### src/rtl/mem_access_unit_pkg.sv
`default_nettype none
// ============================================================================
// Module      : mem_access_unit_pkg
// Description : Shared size encodings, FSM states and default memory depth
//               for the load/store front end.
// Revision    : 1.0 - initial release
// ============================================================================
package mem_access_unit_pkg;

    // CPU access size encodings
    localparam logic [1:0] SZ_BYTE = 2'b00;
    localparam logic [1:0] SZ_HALF = 2'b01;
    localparam logic [1:0] SZ_WORD = 2'b10;
    localparam logic [1:0] SZ_RSVD = 2'b11;

    // Default data memory depth in 32-bit words
    localparam int RAM_SIZE_DEFAULT = 256;

    // Access sequencer states
    typedef enum logic [1:0] {
        IDLE  = 2'b00,
        MERGE = 2'b01,
        DONE  = 2'b10
    } state_t;

endpackage
`default_nettype wire

### src/rtl/mem_access_unit_lane_mux.sv
`default_nettype none
// ============================================================================
// Module      : mau_lane_mux
// Description : Combinational little-endian lane logic. Extracts and
//               sign/zero-extends a load lane, and merges a sub-word store
//               into a previously read memory word.
// Revision    : 1.0 - initial release
// ============================================================================
module mau_lane_mux
    import mem_access_unit_pkg::*;
(
    input  logic [1:0]  i_size,
    input  logic [1:0]  i_lane,
    input  logic        i_sext,
    input  logic [31:0] i_ld_word,
    input  logic [31:0] i_st_data,
    input  logic [31:0] i_st_base,
    output logic [31:0] o_ld_data,
    output logic [31:0] o_st_word
);

    logic [7:0]  w_byte;
    logic [15:0] w_half;

    // Select the addressed byte and halfword out of the loaded word
    always_comb begin
        w_byte = i_ld_word[7:0];
        case (i_lane)
            2'd0:    w_byte = i_ld_word[7:0];
            2'd1:    w_byte = i_ld_word[15:8];
            2'd2:    w_byte = i_ld_word[23:16];
            default: w_byte = i_ld_word[31:24];
        endcase
        // addr[0] never selects a halfword lane
        w_half = i_lane[1] ? i_ld_word[31:16] : i_ld_word[15:0];
    end

    // Extend the selected lane to a full word
    always_comb begin
        o_ld_data = i_ld_word;
        case (i_size)
            SZ_BYTE: o_ld_data = {{24{i_sext & w_byte[7]}}, w_byte};
            SZ_HALF: o_ld_data = {{16{i_sext & w_half[15]}}, w_half};
            default: o_ld_data = i_ld_word;
        endcase
    end

    // Replace only the target lane of the base word with store data
    always_comb begin
        o_st_word = i_st_data;
        case (i_size)
            SZ_BYTE: begin
                o_st_word = i_st_base;
                case (i_lane)
                    2'd0:    o_st_word[7:0]   = i_st_data[7:0];
                    2'd1:    o_st_word[15:8]  = i_st_data[7:0];
                    2'd2:    o_st_word[23:16] = i_st_data[7:0];
                    default: o_st_word[31:24] = i_st_data[7:0];
                endcase
            end
            SZ_HALF: begin
                o_st_word = i_st_base;
                if (i_lane[1]) begin
                    o_st_word[31:16] = i_st_data[15:0];
                end else begin
                    o_st_word[15:0]  = i_st_data[15:0];
                end
            end
            default: o_st_word = i_st_data;
        endcase
    end

endmodule
`default_nettype wire

### src/rtl/mem_access_unit.sv
`default_nettype none
// ============================================================================
// Module      : mem_access_unit
// Description : Load/store front end for a word-only data memory. Converts
//               byte/halfword/word CPU accesses into aligned word reads and
//               writes, extends loads and performs read-modify-write for
//               sub-word stores.
//               Build option: MISALIGN_TRAP_EN - when defined, misaligned
//               halfword/word accesses are rejected with cpu_err.
// Revision    : 1.0 - initial release
// ============================================================================
module mem_access_unit
    import mem_access_unit_pkg::*;
#(
    parameter int RAM_SIZE = RAM_SIZE_DEFAULT
) (
    input  logic        clk,
    input  logic        reset,
    input  logic        cpu_req,
    input  logic        cpu_we,
    input  logic [1:0]  cpu_size,
    input  logic        cpu_signed,
    input  logic [31:0] cpu_addr,
    input  logic [31:0] cpu_wdata,
    output logic        cpu_ready,
    output logic [31:0] cpu_rdata,
    output logic        cpu_err,
    output logic        mem_rd,
    output logic        mem_wr,
    output logic [31:0] mem_addr,
    output logic [31:0] mem_wdata,
    input  logic [31:0] mem_rdata
);

    state_t      r_state;
    state_t      w_next;

    logic [1:0]  r_size;
    logic [31:0] r_addr;
    logic [31:0] r_wdata;
    logic        r_err;
    logic [31:0] r_merge;

    logic        w_accept;
    logic        w_reject;
    logic        w_misalign;
    logic        w_range_err;

    logic [1:0]  w_sel_size;
    logic [1:0]  w_sel_lane;
    logic [31:0] w_sel_wdata;
    logic [31:0] w_ld_data;
    logic [31:0] w_st_word;

`ifdef MISALIGN_TRAP_EN
    assign w_misalign = ((cpu_size == SZ_HALF) && cpu_addr[0]) ||
                        ((cpu_size == SZ_WORD) && (cpu_addr[1:0] != 2'b00));
`else
    assign w_misalign = 1'b0;
`endif

    assign w_range_err = (cpu_addr[31:2] >= 30'(RAM_SIZE));
    assign w_reject    = (cpu_size == SZ_RSVD) || w_misalign || w_range_err;

    // Gating with reset keeps the memory strobes quiet while reset is held
    assign w_accept    = (r_state == IDLE) && cpu_req && reset;

    // Lane logic sees live CPU inputs in IDLE and the latched request in MERGE
    assign w_sel_size  = (r_state == MERGE) ? r_size       : cpu_size;
    assign w_sel_lane  = (r_state == MERGE) ? r_addr[1:0]  : cpu_addr[1:0];
    assign w_sel_wdata = (r_state == MERGE) ? r_wdata      : cpu_wdata;

    mau_lane_mux u_lane_mux (
        .i_size    (w_sel_size),
        .i_lane    (w_sel_lane),
        .i_sext    (cpu_signed),
        .i_ld_word (mem_rdata),
        .i_st_data (w_sel_wdata),
        .i_st_base (r_merge),
        .o_ld_data (w_ld_data),
        .o_st_word (w_st_word)
    );

    // State register
    always_ff @(posedge clk or negedge reset) begin
        if (!reset) begin
            r_state <= IDLE;
        end else begin
            r_state <= w_next;
        end
    end

    // Next-state decode and memory/CPU strobes
    always_comb begin
        w_next    = r_state;
        mem_rd    = 1'b0;
        mem_wr    = 1'b0;
        mem_wdata = 32'h0;
        mem_addr  = {r_addr[31:2], 2'b00};
        cpu_ready = 1'b0;
        cpu_err   = 1'b0;
        case (r_state)
            IDLE: begin
                mem_addr = {cpu_addr[31:2], 2'b00};
                if (w_accept) begin
                    if (w_reject) begin
                        w_next = DONE;
                    end else if (!cpu_we) begin
                        mem_rd = 1'b1;
                        w_next = DONE;
                    end else if (cpu_size == SZ_WORD) begin
                        mem_wr    = 1'b1;
                        mem_wdata = cpu_wdata;
                        w_next    = DONE;
                    end else begin
                        mem_rd = 1'b1;
                        w_next = MERGE;
                    end
                end
            end
            MERGE: begin
                mem_wr    = 1'b1;
                mem_wdata = w_st_word;
                w_next    = DONE;
            end
            DONE: begin
                cpu_ready = 1'b1;
                cpu_err   = r_err;
                w_next    = IDLE;
            end
            default: w_next = IDLE;
        endcase
    end

    // Latch the request, load result and read-modify-write base at acceptance
    always_ff @(posedge clk or negedge reset) begin
        if (!reset) begin
            r_size    <= 2'b00;
            r_addr    <= 32'h0;
            r_wdata   <= 32'h0;
            r_err     <= 1'b0;
            r_merge   <= 32'h0;
            cpu_rdata <= 32'h0;
        end else if (w_accept) begin
            r_size  <= cpu_size;
            r_addr  <= cpu_addr;
            r_wdata <= cpu_wdata;
            r_err   <= w_reject;
            if (!w_reject && !cpu_we) begin
                cpu_rdata <= w_ld_data;
            end
            if (!w_reject && cpu_we && (cpu_size != SZ_WORD)) begin
                r_merge <= mem_rdata;
            end
        end
    end

endmodule
`default_nettype wire

### config.mk
export PLATFORM = sky130hd
export DESIGN_NAME = mem_access_unit
export DESIGN_NICKNAME = d
export VERILOG_FILES = /design/src/rtl/mem_access_unit_pkg.sv /design/src/rtl/mem_access_unit_lane_mux.sv /design/src/rtl/mem_access_unit.sv
export SDC_FILE = /design/constraint.sdc
export NUM_CORES = 1
export LEC_CHECK = 0
export ABC_AREA = 1
export CAP_MARGIN = 20
export CORE_MARGIN = 2
export CORE_UTILIZATION = 50
export CTS_CLUSTER_DIAMETER = 100
export DETAILED_ROUTE_END_ITERATION = 8
export HOLD_SLACK_MARGIN = 0.05
export PLACE_DENSITY = 0.82
export SLEW_MARGIN = 30
export SYNTH_ARGS = -nofsm -noshare
export SYNTH_HDL_FRONTEND = slang
export SYNTH_SLANG_ARGS = --single-unit
### constraint.sdc
create_clock -name clk -period 2.15 [get_ports clk]
set_input_delay 0.215 -clock clk [delete_from_list [all_inputs] [get_ports clk]]
set_output_delay 0.215 -clock clk [all_outputs]
set_load 0.01 [all_outputs]
Word level (Yosys, flattened, before mapping)
Cells that the tools add are included.
W data, S select, Z words.
{ "op_classes": {"eq_ne": 9, "muxes": 35, "n_lt_le_gt_ge": 1, "n_bitwise": 2, "reduce_logical": 14} }
{ "op_table": {"columns": ["cell", "count"], "rows": [
  ["$pmux W32 S2", 3],
  ["$mux W32", 5],
  ["$mux W16", 3],
  ["$mux W8", 4],
  ["$ge A30 B9 Y1 const B", 1],
  ["$pmux W8 S3", 1],
  ["$mux W2", 6],
  ["$mux W1", 11],
  ["$eq A2 B2 Y1 const B", 4],
  ["$eq A2 B1 Y1 const B", 3],
  ["$logic_not A2 Y1", 3],
  ["$logic_and A1 B1 Y1", 5],
  ["$ne A2 B2 Y1 const B", 2],
  ["$pmux W2 S2", 1],
  ["$reduce_and A2 Y1", 2],
  ["$reduce_or A3 Y1", 1],
  ["$and A1 B1 Y1", 2],
  ["$logic_not A1 Y1", 2],
  ["$pmux W1 S2", 1],
  ["$logic_or A1 B1 Y1", 1]
]} }
{ "totals": {"out_inout_bits": 100, "elab_cells": 68, "register_bits": 133} }

Depth between registers and ports, before layout
Gate-level depths: netlist of the first run.
{ "depth": {"ltp_word": 7, "ltp_mapped": 13, "depth_no_buf": 11} }

Modules after synthesis
From an unflattened synthesis of the first run, not the netlist that was laid out.
{ "hier_totals": {"cells_unflattened": 1304, "area_unflattened_um2": 8617.0} }
{ "modules_own_cells": {"columns": ["mod", "area_each_um2", "seq_area_each_um2", "cells_per_inst", "n_inst"], "rows": [
  ["mem_access_unit", 6737.7, 3328.2, 902, 1],
  ["mau_lane_mux", 1879.3, 0.0, 402, 1]
]} }

Least setup slack after synthesis of the first run
Ideal clock, no wire load.
{ "synth_timing": {"path_kind": "register -> output", "startpoint": "reg r_state[1]", "endpoint": "out mem_wdata[14]", "stages_incl_launch_ff": 13, "n_path_buf": 2, "path_slack_ns": 0.283, "arrival_time_ns": 1.652, "cell_sequence": "dfrtp_1 inv_2 nand2_4 buf_6 nand2_1 nand2_1 nor2_1 buf_2 a21oi_1 o21ai_0 nand2_1 nand2_1 nand2_1"} }
{ "synth_between": {"elab_chain_cells": 6, "word_cells_on_any_way": 14} }
{ "synth_rtl": {"columns": ["item", "line", "source"], "rows": [
  ["start: declaration", "mem_access_unit.sv:35", "state_t r_state;"],
  ["start signal: assignment", "mem_access_unit.sv:89", "r_state <= w_next;"],
  ["$eq A2 B1 Y1", null, null],
  ["$mux W2", "mem_access_unit.sv:70", "assign w_sel_lane = (r_state == MERGE) ? r_addr[1:0] : cpu_addr[1:0];"],
  ["$eq A2 B1 Y1", "mem_access_unit_lane_mux.sv:54", "case (i_lane)"],
  ["$mux W8", "mem_access_unit_lane_mux.sv:54", null],
  ["$pmux W32 S2", "mem_access_unit_lane_mux.sv:51", "case (i_size)"],
  ["$pmux W32 S2 *", "mem_access_unit.sv:102", "case (r_state)"],
  ["end: declaration", "mem_access_unit.sv:31", "output logic [31:0] mem_wdata,"]
]} }
Mark *: on every way between the ends. The rest lies on a longest branch, timed or not.

Worst setup path in the final report of the first run
{ "layout_timing": {"startpoint": "reg r_state[1]", "endpoint": "out mem_wdata[15]"} }
Same word-level chain as after synthesis.

==> results of run 1 <==
==> Yosys cell counts <==
library cell	n	area, sq um
sky130_fd_sc_hd__nor2_4	2	22.5
sky130_fd_sc_hd__nor2_2	4	25.0
sky130_fd_sc_hd__nand3_2	2	20.0
sky130_fd_sc_hd__buf_4	10	75.1
sky130_fd_sc_hd__o21a_1	1	7.51
sky130_fd_sc_hd__nand4_2	1	12.5
sky130_fd_sc_hd__buf_2	16	80.1
sky130_fd_sc_hd__nor2_1	106	398
sky130_fd_sc_hd__buf_6	1	11.3
sky130_fd_sc_hd__o21ai_0	118	591
sky130_fd_sc_hd__o21ai_1	15	75.1
sky130_fd_sc_hd__nand3b_1	1	7.51
sky130_fd_sc_hd__o21ai_2	2	17.5
sky130_fd_sc_hd__inv_1	144	541
sky130_fd_sc_hd__nand2_1	419	1570
sky130_fd_sc_hd__nand3_1	63	315
sky130_fd_sc_hd__nand4_1	1	6.26
sky130_fd_sc_hd__nand2_4	6	67.6
sky130_fd_sc_hd__inv_2	4	15.0
sky130_fd_sc_hd__and3_1	1	6.26
sky130_fd_sc_hd__dfrtp_1	133	3330
sky130_fd_sc_hd__or2_2	1	6.26
sky130_fd_sc_hd__a21oi_1	86	430
sky130_fd_sc_hd__conb_1	1	3.75
sky130_fd_sc_hd__nor3_2	1	10.0
sky130_fd_sc_hd__nand2_2	8	50.1
sky130_fd_sc_hd__o22ai_1	7	43.8
sky130_fd_sc_hd__clkbuf_1	27	101
sky130_fd_sc_hd__nor4_1	1	6.26
sky130_fd_sc_hd__a21boi_0	1	7.51
sky130_fd_sc_hd__nor3_1	1	5.00
sky130_fd_sc_hd__buf_1	8	30.0
==> layer usage <==
layer	track usage	part of all wire
met1	0.432	0.37
met2	0.530	0.46
met3	0.0937	0.11
met4	0.166	0.057
met5	0	0
==> how the worst max path moves through the flow <==
stage	from	endpoint	cells past startpoint
after floorplan	r_state[1]$_DFFE_PN0P_	mem_wdata[14]	12
after global placement	cpu_addr[15]	mem_wdata[1]	12
after detailed placement	cpu_addr[23]	mem_wdata[1]	12
after CTS	r_state[1]$_DFFE_PN0P_	mem_wdata[7]	12
after global routing	r_state[1]$_DFFE_PN0P_	mem_wdata[15]	12
final	r_state[1]$_DFFE_PN0P_	mem_wdata[15]	12
==> power groups by stage <==
stage | Combinational, uW | Sequential, uW | Clock (uW)
after floorplan | 614 | 2810 | 0
after global placement | 1180 | 2850 | 0
after detailed placement | 1200 | 2850 | 0
after CTS | 1310 | 2820 | 3160
after global routing | 1560 | 2850 | 3290
final | 1440 | 2840 | 3160
==> critical path, stage by stage (launching register included) <==
cell,delay (ns)
sky130_fd_sc_hd__dfrtp_2,0.46
sky130_fd_sc_hd__clkinv_4,0.11
sky130_fd_sc_hd__buf_4,0.14
sky130_fd_sc_hd__nand3b_1,0.13
sky130_fd_sc_hd__nand2_4,0.14
sky130_fd_sc_hd__nor2_4,0.06
sky130_fd_sc_hd__buf_6,0.15
sky130_fd_sc_hd__a21oi_1,0.15
sky130_fd_sc_hd__o21ai_0,0.14
sky130_fd_sc_hd__nand2_1,0.10
sky130_fd_sc_hd__nand2_1,0.05
sky130_fd_sc_hd__nand2_1,0.10
sky130_fd_sc_hd__buf_2,0.14
==> sequential cells by signal, indices dropped and copies added, names as in the netlist <==
name       flops
r_wdata       32
r_size         2
cpu_rdata     32
r_state        2
r_err          1
r_merge       32
r_addr        32
==> cell type report <==
type | instances | area (sq um)
fillers | 1014 | 3280
clock inverters | 11 | 173
clock buffers | 21 | 460
flip-flops and latches | 133 | 3330
multi-input cells | 852 | 4190
well taps | 211 | 264
inverters | 148 | 561
repair buffers | 309 | 3060
==> cells by family after synthesis <==
kind of cell / Yosys count
compound gates: 230
buf+inv: 210
flops: 133
other cells: 1
simple gates: 618
==> per-stage QoR <==
stage                     instance area [sq um]  hold slack (ns)  power (uW)  std cells  setup WS (ns)
final                                     12000            0.355        7440       1685         -0.361
after global routing                      12000            0.364        7700       1685         -0.436
after CTS                                 11700            0.336        7290       1671         -0.303
after detailed placement                  10500            0.435        4060       1607         -0.506
after global placement                    10500            0.438        4030       1607         -0.453
after floorplan                            7890          -0.0806        3430       1193          0.283
==> timing repair <==
item,CTS,global route
pin swaps,48,41
endpoints found under the setup margin,64,91
gates cloned,6,6
gates resized for setup,283,124
endpoints found under the hold margin,133,0
hold buffers,1,0
buffers inserted,26,14
==> results.txt, run 1 <==
----------------------------------------------------
[Status]
  Status ... finished with violations
  Violated checks ... negative setup slack

[Timing]
  Worst setup skew after layout ... 0.00944 ns
  Finish-stage setup viols ... 33
  Period utilization ... 1.17
  Total count of hold-check failures in the final report ... 0
  Achievable Freq ... 0.398 GHz
  Relative slew margins ... 0.483
  Unrepaired setup endpoints after global routing ... true
  Total negative setup slack ... -8.99 ns
  Min cycle time layout ... 2.51 ns
  Count of pins over their slew limit ... 0
  Slew at the pin closest to its max-slew limit ... 0.776 ns
  Post-layout worst setup margin ... -0.361 ns

[Critical path]
  Depth of the worst register-to-register path ... 13
  Worst path required time ... 1.93 ns
  Flop-to-flop setup slack ... 0.10 ns
  Worst r2r src ... r_state[1]$_DFFE_PN0P_
  Worst path arrival time ... 2.30 ns
  Worst setup path category ... register to output pin
  CP Max Fanout ... 8
  Critical Path Start Type ... register
  Capture instance of the worst register-to-register path ... cpu_rdata[30]$_DFFE_PN0P_
  Setup crit end kind ... output pin

[Final layout]
  Net count reported at finish ... 1,564
  Most frequent standard cell in the layout excluding fill and tap cells ... sky130_fd_sc_hd__nand2_1
  Fraction of final layout cells with drive strength greater than 1 ... 0.206
  Final cell utilization of the core ... 0.786
  Antenna fix cells ... 0
  Area delta synth->final ... 52.5%
  Top library cells by usage in the layout, fill and taps aside ... sky130_fd_sc_hd__nand2_1 (400), sky130_fd_sc_hd__inv_1 (143), sky130_fd_sc_hd__clkdlybuf4s50_1 (134), sky130_fd_sc_hd__dfrtp_1 (132), sky130_fd_sc_hd__o21ai_0 (98)

[Global routing]
  Vias in the first global route ... 8,692
  Global-route wire length before repair ... 44,000 um
  Antenna violations before repair ... 0
  Pin count of the biggest net entering global routing ... 134
  Total routing usage reported by global routing ... 0.338
  Remaining global-route overflow ... 0

[Pwr]
  Net Sw Frac ... 0.285
  Leakage power summed over all cells ... 0.00623 uW
  Net Sw Power ... 2120 uW
  Clock network power share ... 0.425
  Worst supply voltage drop on vdd ... 602 uV
  Reg power frac ... 0.381
  Internal Power ... 5320 uW
  Power per standard cell area ... 619 nW/um^2
  Combinational Power Share ... 0.194

[Worst hold path]
  Hold path cells ... 6
  Critical hold path startpoint ... reset
  Hold Crit Class ... primary input to register
  Endpoint, Worst Hold ... r_state[0]$_DFFE_PN0P_

[CTS]
  Clock Pin Slew Worst Setup and Hold Paths ... 0.06 ns
  Clock buffers created by TritonCTS ... 17
  Max H-tree Level ... 4
  CTS tree ... built
  Clock Tree Buf Depth ... 2
  Cell at the root of the clock tree ... sky130_fd_sc_hd__clkbuf_16
  Sink Count ... 133
  Insertion delay to the later sink of the worst-skew pair ... 0.43 ns

[Placement]
  Count of input and output buffers ... 200
  Half-perimeter wire length of the detailed placement result ... 17,700 um
  Routability-driven placement congestion ratio ... 0.901

[Route]
  Detailed router's first-iteration violation count ... 1,196
  1st-pass router iterations ... 7
  Antenna Violating Nets Remaining ... 0
  Vias ... 9,472
  # DRC ... 0
  Via-per-instance ratio ... 5.62
  Routed WL ... 30,600 um
  Average wire per standard cell ... 18.1 um

[Floorplan]
  Initial Utilization ... 0.515
  Die area ... 16,800 sq um
  Top Ports ... 203
  Core Footprint ... 15,300 sq um
  Die Wd ... 130 um
  Floorplan row count ... 45
  Die Span Y ... 130 um

[Flow run]
  Max-cap violation count ... 0

[Logic synthesis]
  Average footprint of a synthesized cell ... 6.62 sq um
  Synth Instances ... 1,192
  Sequential fraction of the synthesis area ... 0.422
  Adder-cell share of the synthesized area ... 0
  Total of flip-flops plus latches after synthesis ... 133
  Xor/xnor share of the synthesized area ... 0
  Yosys Warn Count ... 0
  Synthesized-area fraction occupied by ao, oa, aoi and oai cells ... 0.149
  Simple-gate area share of the yosys netlist ... 0.321
  Multiplexer fraction of the synthesized cell area ... 0
  Post-synthesis instance area ... 7890 sq um
  Count of different cell masters after synthesis ... 32
  Main combinational cell family by area after synthesis ... simple AND/OR/NAND/NOR gates

----------------------------------------------------
Power figures use the tool's default switching activity.
==> inputs of run 2 (changes only) <==
--- a/config.mk
+++ b/config.mk
@@ -8,11 +8,10 @@
 export ABC_AREA = 1
 export CAP_MARGIN = 20
 export CORE_MARGIN = 2
-export CORE_UTILIZATION = 50
+export CORE_UTILIZATION = 28
 export CTS_CLUSTER_DIAMETER = 100
 export DETAILED_ROUTE_END_ITERATION = 8
 export HOLD_SLACK_MARGIN = 0.05
-export PLACE_DENSITY = 0.82
 export SLEW_MARGIN = 30
 export SYNTH_ARGS = -nofsm -noshare
 export SYNTH_HDL_FRONTEND = slang
==> results.txt, run 2 (synthesis gave the netlist of run 1 again) <==
----------------------------------------------------
[CTS]
  CTS tree ... built (unchanged)
  Clock Pin Slew Worst Setup and Hold Paths ... 0.06 ns (about the same)
  Clock Tree Buf Depth ... 2 (unchanged)
  Sink Count ... 133 (unchanged)
  Cell at the root of the clock tree ... sky130_fd_sc_hd__clkbuf_16 (unchanged)
  Max H-tree Level ... 4 (unchanged)
  Insertion delay to the later sink of the worst-skew pair ... 0.43 ns (about the same)
  Clock buffers created by TritonCTS ... 17 (unchanged)

[Pwr]
  Net Sw Frac ... 0.305 (was 0.285)
  Worst supply voltage drop on vdd ... 409 uV (was 602 uV)
  Internal Power ... 5130 uW (was 5320 uW)
  Combinational Power Share ... 0.204 (was 0.194)
  Reg power frac ... 0.384 (was 0.381)
  Clock network power share ... 0.413 (was 0.425)
  Power per standard cell area ... 588 nW/um^2 (was 619 nW/um^2)
  Leakage power summed over all cells ... 0.00635 uW (was 0.00623 uW)
  Net Sw Power ... 2250 uW (was 2120 uW)

[Route]
  Antenna Violating Nets Remaining ... 0 (unchanged)
  Via-per-instance ratio ... 4.65 (was 5.62)
  1st-pass router iterations ... 5 (was 7)
  Detailed router's first-iteration violation count ... 731 (was 1,196)
  # DRC ... 0 (unchanged)
  Average wire per standard cell ... 16.2 um (was 18.1 um)
  Vias ... 8,661 (was 9,472)
  Routed WL ... 30,200 um (was 30,600 um)

[Final layout]
  Fraction of final layout cells with drive strength greater than 1 ... 0.247 (was 0.206)
  Net count reported at finish ... 1,575 (was 1,564)
  Most frequent standard cell in the layout excluding fill and tap cells ... sky130_fd_sc_hd__nand2_1 (unchanged)
  Fin cells ... 1,864 (was 1,685)
  Multi-input gate area ... 4370 sq um (was 4190 sq um)
  Layout filler cell count ... 2,835 (was 1,014)
  Area delta synth->final ... 59.1% (was 52.5%)
  Top library cells by usage in the layout, fill and taps aside ... sky130_fd_sc_hd__nand2_1 (403), sky130_fd_sc_hd__inv_1 (143), sky130_fd_sc_hd__clkdlybuf4s50_1 (135), sky130_fd_sc_hd__dfrtp_1 (133), sky130_fd_sc_hd__o21ai_0 (89) (was sky130_fd_sc_hd__nand2_1 (400), sky130_fd_sc_hd__inv_1 (143), sky130_fd_sc_hd__clkdlybuf4s50_1 (134), sky130_fd_sc_hd__dfrtp_1 (132), sky130_fd_sc_hd__o21ai_0 (98))
  Footprint of the flip-flops and latches ... 3330 sq um (about the same)

[Placement]
  Half-perimeter wire length of the detailed placement result ... 20,200 um (was 17,700 um)
  DP Worst Slack ... -0.593 ns (was -0.506 ns)
  Routability-driven placement congestion ratio ... 0.931 (was 0.901)
  Count of input and output buffers ... 200 (unchanged)
  Cell count after placement ... 1,788 (was 1,607)

[Critical path]
  Worst setup path category ... register to output pin (unchanged)
  Worst path arrival time ... 2.26 ns (was 2.30 ns)
  Setup crit end kind ... output pin (unchanged)
  CP Max Fanout ... 7 (was 8)
  Worst path required time ... 1.93 ns (about the same)
  Flop-to-flop setup slack ... 0.15 ns (was 0.10 ns)
  Critical Path Start Type ... register (unchanged)

[Timing]
  Min cycle time layout ... 2.47 ns (was 2.51 ns)
  Finish-stage setup viols ... 41 (was 33)
  Worst setup skew after layout ... 0.0138 ns (was 0.00944 ns)
  Post-layout worst setup margin ... -0.325 ns (was -0.361 ns)
  Worst slack on hold paths ... 0.287 ns (was 0.355 ns)
  Count of pins over their slew limit ... 0 (unchanged)
  Slew at the pin closest to its max-slew limit ... 0.772 ns (was 0.776 ns)
  Unrepaired setup endpoints after global routing ... true (unchanged)
  Period utilization ... 1.15 (was 1.17)
  Achievable Freq ... 0.404 GHz (was 0.398 GHz)
  Total count of hold-check failures in the final report ... 0 (unchanged)
  Relative slew margins ... 0.485 (was 0.483)

[Global routing]
  Remaining global-route overflow ... 0 (unchanged)
  Pin count of the biggest net entering global routing ... 134 (unchanged)
  Vias in the first global route ... 8,223 (was 8,692)
  Global-route wire length before repair ... 44,500 um (was 44,000 um)
  Antenna violations before repair ... 1 (was 0)
  Total routing usage reported by global routing ... 0.196 (was 0.338)

[Floorplan]
  Die Span Y ... 172 um (was 130 um)
  Die area ... 29,500 sq um (was 16,800 sq um)
  Core Footprint ... 27,800 sq um (was 15,300 sq um)
  Initial Utilization ... 0.284 (was 0.515)
  Floorplan row count ... 61 (was 45)
  Top Ports ... 203 (unchanged)
  Die Wd ... 172 um (was 130 um)

[Worst hold path]
  Hold Crit Class ... primary input to register (unchanged)

[Status]
  Violated checks ... negative setup slack (unchanged)
  Status ... finished with violations (unchanged)

[Flow run]
  Max-cap violation count ... 0 (unchanged)

----------------------------------------------------
-- run 2: cell types whose count changed in the layout (fill, tap and decap cells not counted), moves of 7 or more --
cell,previous run,this run
sky130_fd_sc_hd__nand3_2,3,15
sky130_fd_sc_hd__nor2_1,89,78
sky130_fd_sc_hd__a21oi_2,20,40
sky130_fd_sc_hd__buf_2,33,58
sky130_fd_sc_hd__a21oi_1,65,42
sky130_fd_sc_hd__nand3_1,59,49
sky130_fd_sc_hd__clkdlybuf4s15_1,7,0
sky130_fd_sc_hd__clkbuf_2,19,1
sky130_fd_sc_hd__o21ai_0,98,89
-- run 2: worst paths after layout --
kind / start / endpoint / cells past startpoint
worst max register to register: r_state[1]$_DFFE_PN0P_ / cpu_rdata[20]$_DFFE_PN0P_ / 14
min in group asynchronous: reset / r_addr[2]$_DFFE_PN0P_ / 3
worst min-delay path: reset / r_state[0]$_DFFE_PN0P_ / 6
worst max-delay path: r_state[1]$_DFFE_PN0P_ / mem_wdata[0] / 13
max in group asynchronous: reset / r_wdata[5]$_DFFE_PN0P_ / 3
worst min register to register: r_wdata[16]$_DFFE_PN0P_ / r_wdata[16]$_DFFE_PN0P_ / 2
-- run 2: area by class of cell --
class / instances / share of cell area
clock inverters: 14 / 0.0132
repair buffers: 320 / 0.255
flip-flops and latches: 133 / 0.265
well taps: 378 / 0.0377
inverters: 148 / 0.0455
diodes: 1 / 0.000199
clock buffers: 18 / 0.0350
multi-input cells: 852 / 0.348
-- run 2: power by group through the flow --
stage	Clock (uW)	Sequential, uW	Combinational, uW
2_1_floorplan	0	2810	614
4_1_cts	3110	2810	1300
3_5_place_dp	0	2850	1250
5_1_grt	3220	2850	1650
3_3_place_gp	0	2850	1240
6_report	3050	2830	1500
-- run 2: through the flow --
stage	total power (uW)	setup TNS (ns)	area, sq um	utilization
finish	7390	-9.31	12600	0.452
global route	7720	-14.81	12600	0.452
CTS	7220	-10.55	11700	0.420
detailed placement	4100	-18.37	10800	0.388
global placement	4090	-16.31	10800	0.388
floorplan	3430	0	7890	-
-- run 2: timing repair --
| item | in CTS | in global routing |
|---|---|---|
| pin swaps | 32 | 60 |
| buffers inserted | 15 | 16 |
| setup endpoints to repair | 89 | 114 |
| resized for setup | 344 | 159 |
| hold endpoints to repair | 133 | 0 |
| gates cloned | 4 | 14 |
| hold buffers | 1 | 0 |
-- run 2: critical path, stage by stage, from the launching register on --
cell and delay [ns]:
sky130_fd_sc_hd__dfrtp_1 0.40, sky130_fd_sc_hd__buf_6 0.13, sky130_fd_sc_hd__nor2_4 0.14, sky130_fd_sc_hd__nand2_2 0.09
sky130_fd_sc_hd__nand2_4 0.13, sky130_fd_sc_hd__nand2_8 0.09, sky130_fd_sc_hd__buf_12 0.16, sky130_fd_sc_hd__clkbuf_16 0.16
sky130_fd_sc_hd__a21oi_2 0.10, sky130_fd_sc_hd__o21ai_1 0.07, sky130_fd_sc_hd__nand2_1 0.06, sky130_fd_sc_hd__nand2_1 0.06
sky130_fd_sc_hd__nand2_2 0.12, sky130_fd_sc_hd__buf_6 0.11
-- run 2: metal layers --
layer	global-route usage	routed length (um)
met2	0.305	13700
met3	0.0421	1930
met1	0.272	13900
met4	0.0603	624
met5	0	0
==> inputs of run 3 (changes only) <==
--- a/config.mk
+++ b/config.mk
@@ -12,6 +12,8 @@
 export CTS_CLUSTER_DIAMETER = 100
 export DETAILED_ROUTE_END_ITERATION = 8
 export HOLD_SLACK_MARGIN = 0.05
+export PLACE_DENSITY = 0.54
+export RECOVER_POWER = 50
 export SLEW_MARGIN = 30
 export SYNTH_ARGS = -nofsm -noshare
 export SYNTH_HDL_FRONTEND = slang
==> results.txt, run 3 (synthesis gave the netlist of run 1 again) <==
----------------------------------------------------
[Status]
  Status ... finished with violations (unchanged)
  Violated checks ... negative setup slack (unchanged)

[Final layout]
  Area delta synth->final ... 56.9% (was 59.1%)
  Net count reported at finish ... 1,579 (was 1,575)
  Fin cells ... 1,867 (was 1,864)
  Final cell utilization of the core ... 0.446 (was 0.452)
  Antenna fix cells ... 0 (was 1)
  Most frequent standard cell in the layout excluding fill and tap cells ... sky130_fd_sc_hd__nand2_1 (unchanged)
  Top library cells by usage in the layout, fill and taps aside ... sky130_fd_sc_hd__nand2_1 (395), sky130_fd_sc_hd__inv_1 (143), sky130_fd_sc_hd__dfrtp_1 (132), sky130_fd_sc_hd__clkdlybuf4s50_1 (112), sky130_fd_sc_hd__nor2_1 (91) (was sky130_fd_sc_hd__nand2_1 (403), sky130_fd_sc_hd__inv_1 (143), sky130_fd_sc_hd__clkdlybuf4s50_1 (135), sky130_fd_sc_hd__dfrtp_1 (133), sky130_fd_sc_hd__o21ai_0 (89))
  Fraction of final layout cells with drive strength greater than 1 ... 0.222 (was 0.247)
  Post-route cell area ... 12,400 sq um (was 12,600 sq um)

[Timing]
  Slew at the pin closest to its max-slew limit ... 1.26 ns (was 0.772 ns)
  Count of pins over their slew limit ... 0 (unchanged)
  Relative slew margins ... 0.159 (was 0.485)
  Period utilization ... 1.15 (about the same)
  Achievable Freq ... 0.406 GHz (was 0.404 GHz)
  Worst slack on hold paths ... 0.319 ns (was 0.287 ns)
  Finish-stage setup viols ... 33 (was 41)
  Worst setup skew after layout ... 0.0114 ns (was 0.0138 ns)
  Total count of hold-check failures in the final report ... 0 (unchanged)
  Post-layout worst setup margin ... -0.313 ns (was -0.325 ns)
  Min cycle time layout ... 2.46 ns (was 2.47 ns)
  Unrepaired setup endpoints after global routing ... true (unchanged)

[Global routing]
  Global-route wire length before repair ... 45,500 um (was 44,500 um)
  Vias in the first global route ... 8,348 (was 8,223)
  Total routing usage reported by global routing ... 0.200 (was 0.196)
  Pin count of the biggest net entering global routing ... 134 (unchanged)
  Antenna violations before repair ... 1 (unchanged)
  Remaining global-route overflow ... 0 (unchanged)

[Critical path]
  Slowest cell on crit path ... sky130_fd_sc_hd__dfrtp_2 (was sky130_fd_sc_hd__dfrtp_1)
  Worst path arrival time ... 2.25 ns (was 2.26 ns)
  Cell-by-cell trace of the critical path ... buf_6, nor2_4, nand3_2, inv_2, nand2_2, nor3_4, buf_6, buf_8, buf_16, nand2_1, nand2_1, buf_2 (was buf_6, nor2_4, nand2_2, nand2_4, nand2_8, buf_12, clkbuf_16, a21oi_2, o21ai_1, nand2_1, nand2_1, nand2_2, buf_6)
  Largest stage delay on the critical path ... 0.46 ns (was 0.40 ns)
  Worst path required time ... 1.93 ns (about the same)
  Critical Path Start Type ... register (unchanged)
  Setup crit end kind ... output pin (unchanged)
  Worst setup path category ... register to output pin (unchanged)
  CP Max Fanout ... 7 (unchanged)

[CTS]
  Insertion delay to the later sink of the worst-skew pair ... 0.43 ns (about the same)
  Sink Count ... 133 (unchanged)
  Clock Pin Slew Worst Setup and Hold Paths ... 0.07 ns (was 0.06 ns)
  Max H-tree Level ... 4 (unchanged)
  Cell at the root of the clock tree ... sky130_fd_sc_hd__clkbuf_16 (unchanged)
  Clock Tree Buf Depth ... 2 (unchanged)
  CTS tree ... built (unchanged)
  Clock buffers created by TritonCTS ... 17 (unchanged)

[Floorplan]
  Die area ... 29,500 sq um (unchanged)
  Core Footprint ... 27,800 sq um (unchanged)
  Initial Utilization ... 0.284 (unchanged)
  Floorplan row count ... 61 (unchanged)
  Die Wd ... 172 um (unchanged)
  Top Ports ... 203 (unchanged)
  Die Span Y ... 172 um (unchanged)

[Placement]
  Placed Instance Area ... 10,800 sq um (about the same)
  DP Worst Slack ... -0.522 ns (was -0.593 ns)
  Cell count after placement ... 1,788 (unchanged)
  Routability-driven placement congestion ratio ... 0.897 (was 0.931)
  Half-perimeter wire length of the detailed placement result ... 20,300 um (was 20,200 um)
  Count of input and output buffers ... 200 (unchanged)

[Pwr]
  Power per standard cell area ... 587 nW/um^2 (was 588 nW/um^2)
  Worst supply voltage drop on vdd ... 477 uV (was 409 uV)
  Leakage power summed over all cells ... 0.00630 uW (was 0.00635 uW)

[Route]
  Routed WL ... 29,300 um (was 30,200 um)
  Vias ... 8,575 (was 8,661)
  Antenna Violating Nets Remaining ... 0 (unchanged)
  1st-pass router iterations ... 5 (unchanged)
  # DRC ... 0 (unchanged)
  Detailed router's first-iteration violation count ... 668 (was 731)
  Via-per-instance ratio ... 4.59 (was 4.65)
  Average wire per standard cell ... 15.7 um (was 16.2 um)

[Worst hold path]
  Hold Crit Class ... primary input to register (unchanged)

[Flow run]
  Max-cap violation count ... 0 (unchanged)

----------------------------------------------------
-- run 3: worst paths after layout --
kind | slack (ns) | cells after the start | endpoint | from
setup / recovery | -0.31 | 12 | mem_wdata[23] | r_state[1]$_DFFE_PN0P_
max in group asynchronous | 0.61 | 3 | r_wdata[1]$_DFFE_PN0P_ | reset
hold reg to reg | 0.48 | 2 | cpu_rdata[14]$_DFFE_PN0P_ | cpu_rdata[14]$_DFFE_PN0P_
setup reg to reg | 0.14 | 12 | cpu_rdata[27]$_DFFE_PN0P_ | r_state[1]$_DFFE_PN0P_
hold / removal | 0.32 | 6 | r_state[0]$_DFFE_PN0P_ | reset
min in group asynchronous | 0.68 | 3 | r_addr[5]$_DFFE_PN0P_ | reset
-- run 3: timing repair --
item	in CTS	in global routing
pin swaps	67	36
hold buffers	1	0
endpoints found under the setup margin	66	95
resized for setup	342	74
setup buffers	33	7
endpoints found under the hold margin	133	0
cloned	8	5
-- run 3: metal layers --
layer	wire, um	global-route usage
met3	1570	0.0417
met2	13100	0.305
met4	801	0.0749
met1	13800	0.278
met5	13	0
-- run 3: power breakdown --
group | internal [uW] | switching [uW] | total, uW
combinational | 632 | 812 | 1440
clock | 1670 | 1340 | 3010
sequential | 2690 | 124 | 2820
-- run 3: critical path: cells and delay by family, from the launching register on --
kind / cells / cell delay (ns)
buf+inv: 6 / 0.73
simple gates: 6 / 0.63
flops: 1 / 0.46
-- run 3: final cells by class --
class	count	area (sq um)
Fill cell	2852	15400
Clock buffer	17	425
Tap cell	378	473
Timing Repair Buffer	322	3110
Multi-Input combinational cell	854	4290
Inverter	148	561
Clock inverter	15	184
Sequential cell	133	3330
-- run 3: through the flow --
step | TNS (ns) | power, uW
3_3_place_gp | -15.91 | 4100
4_1_cts | -9.13 | 7280
3_5_place_dp | -16.86 | 4110
2_1_floorplan | 0 | 3430
6_report | -8.99 | 7270
5_1_grt | -13.75 | 7630
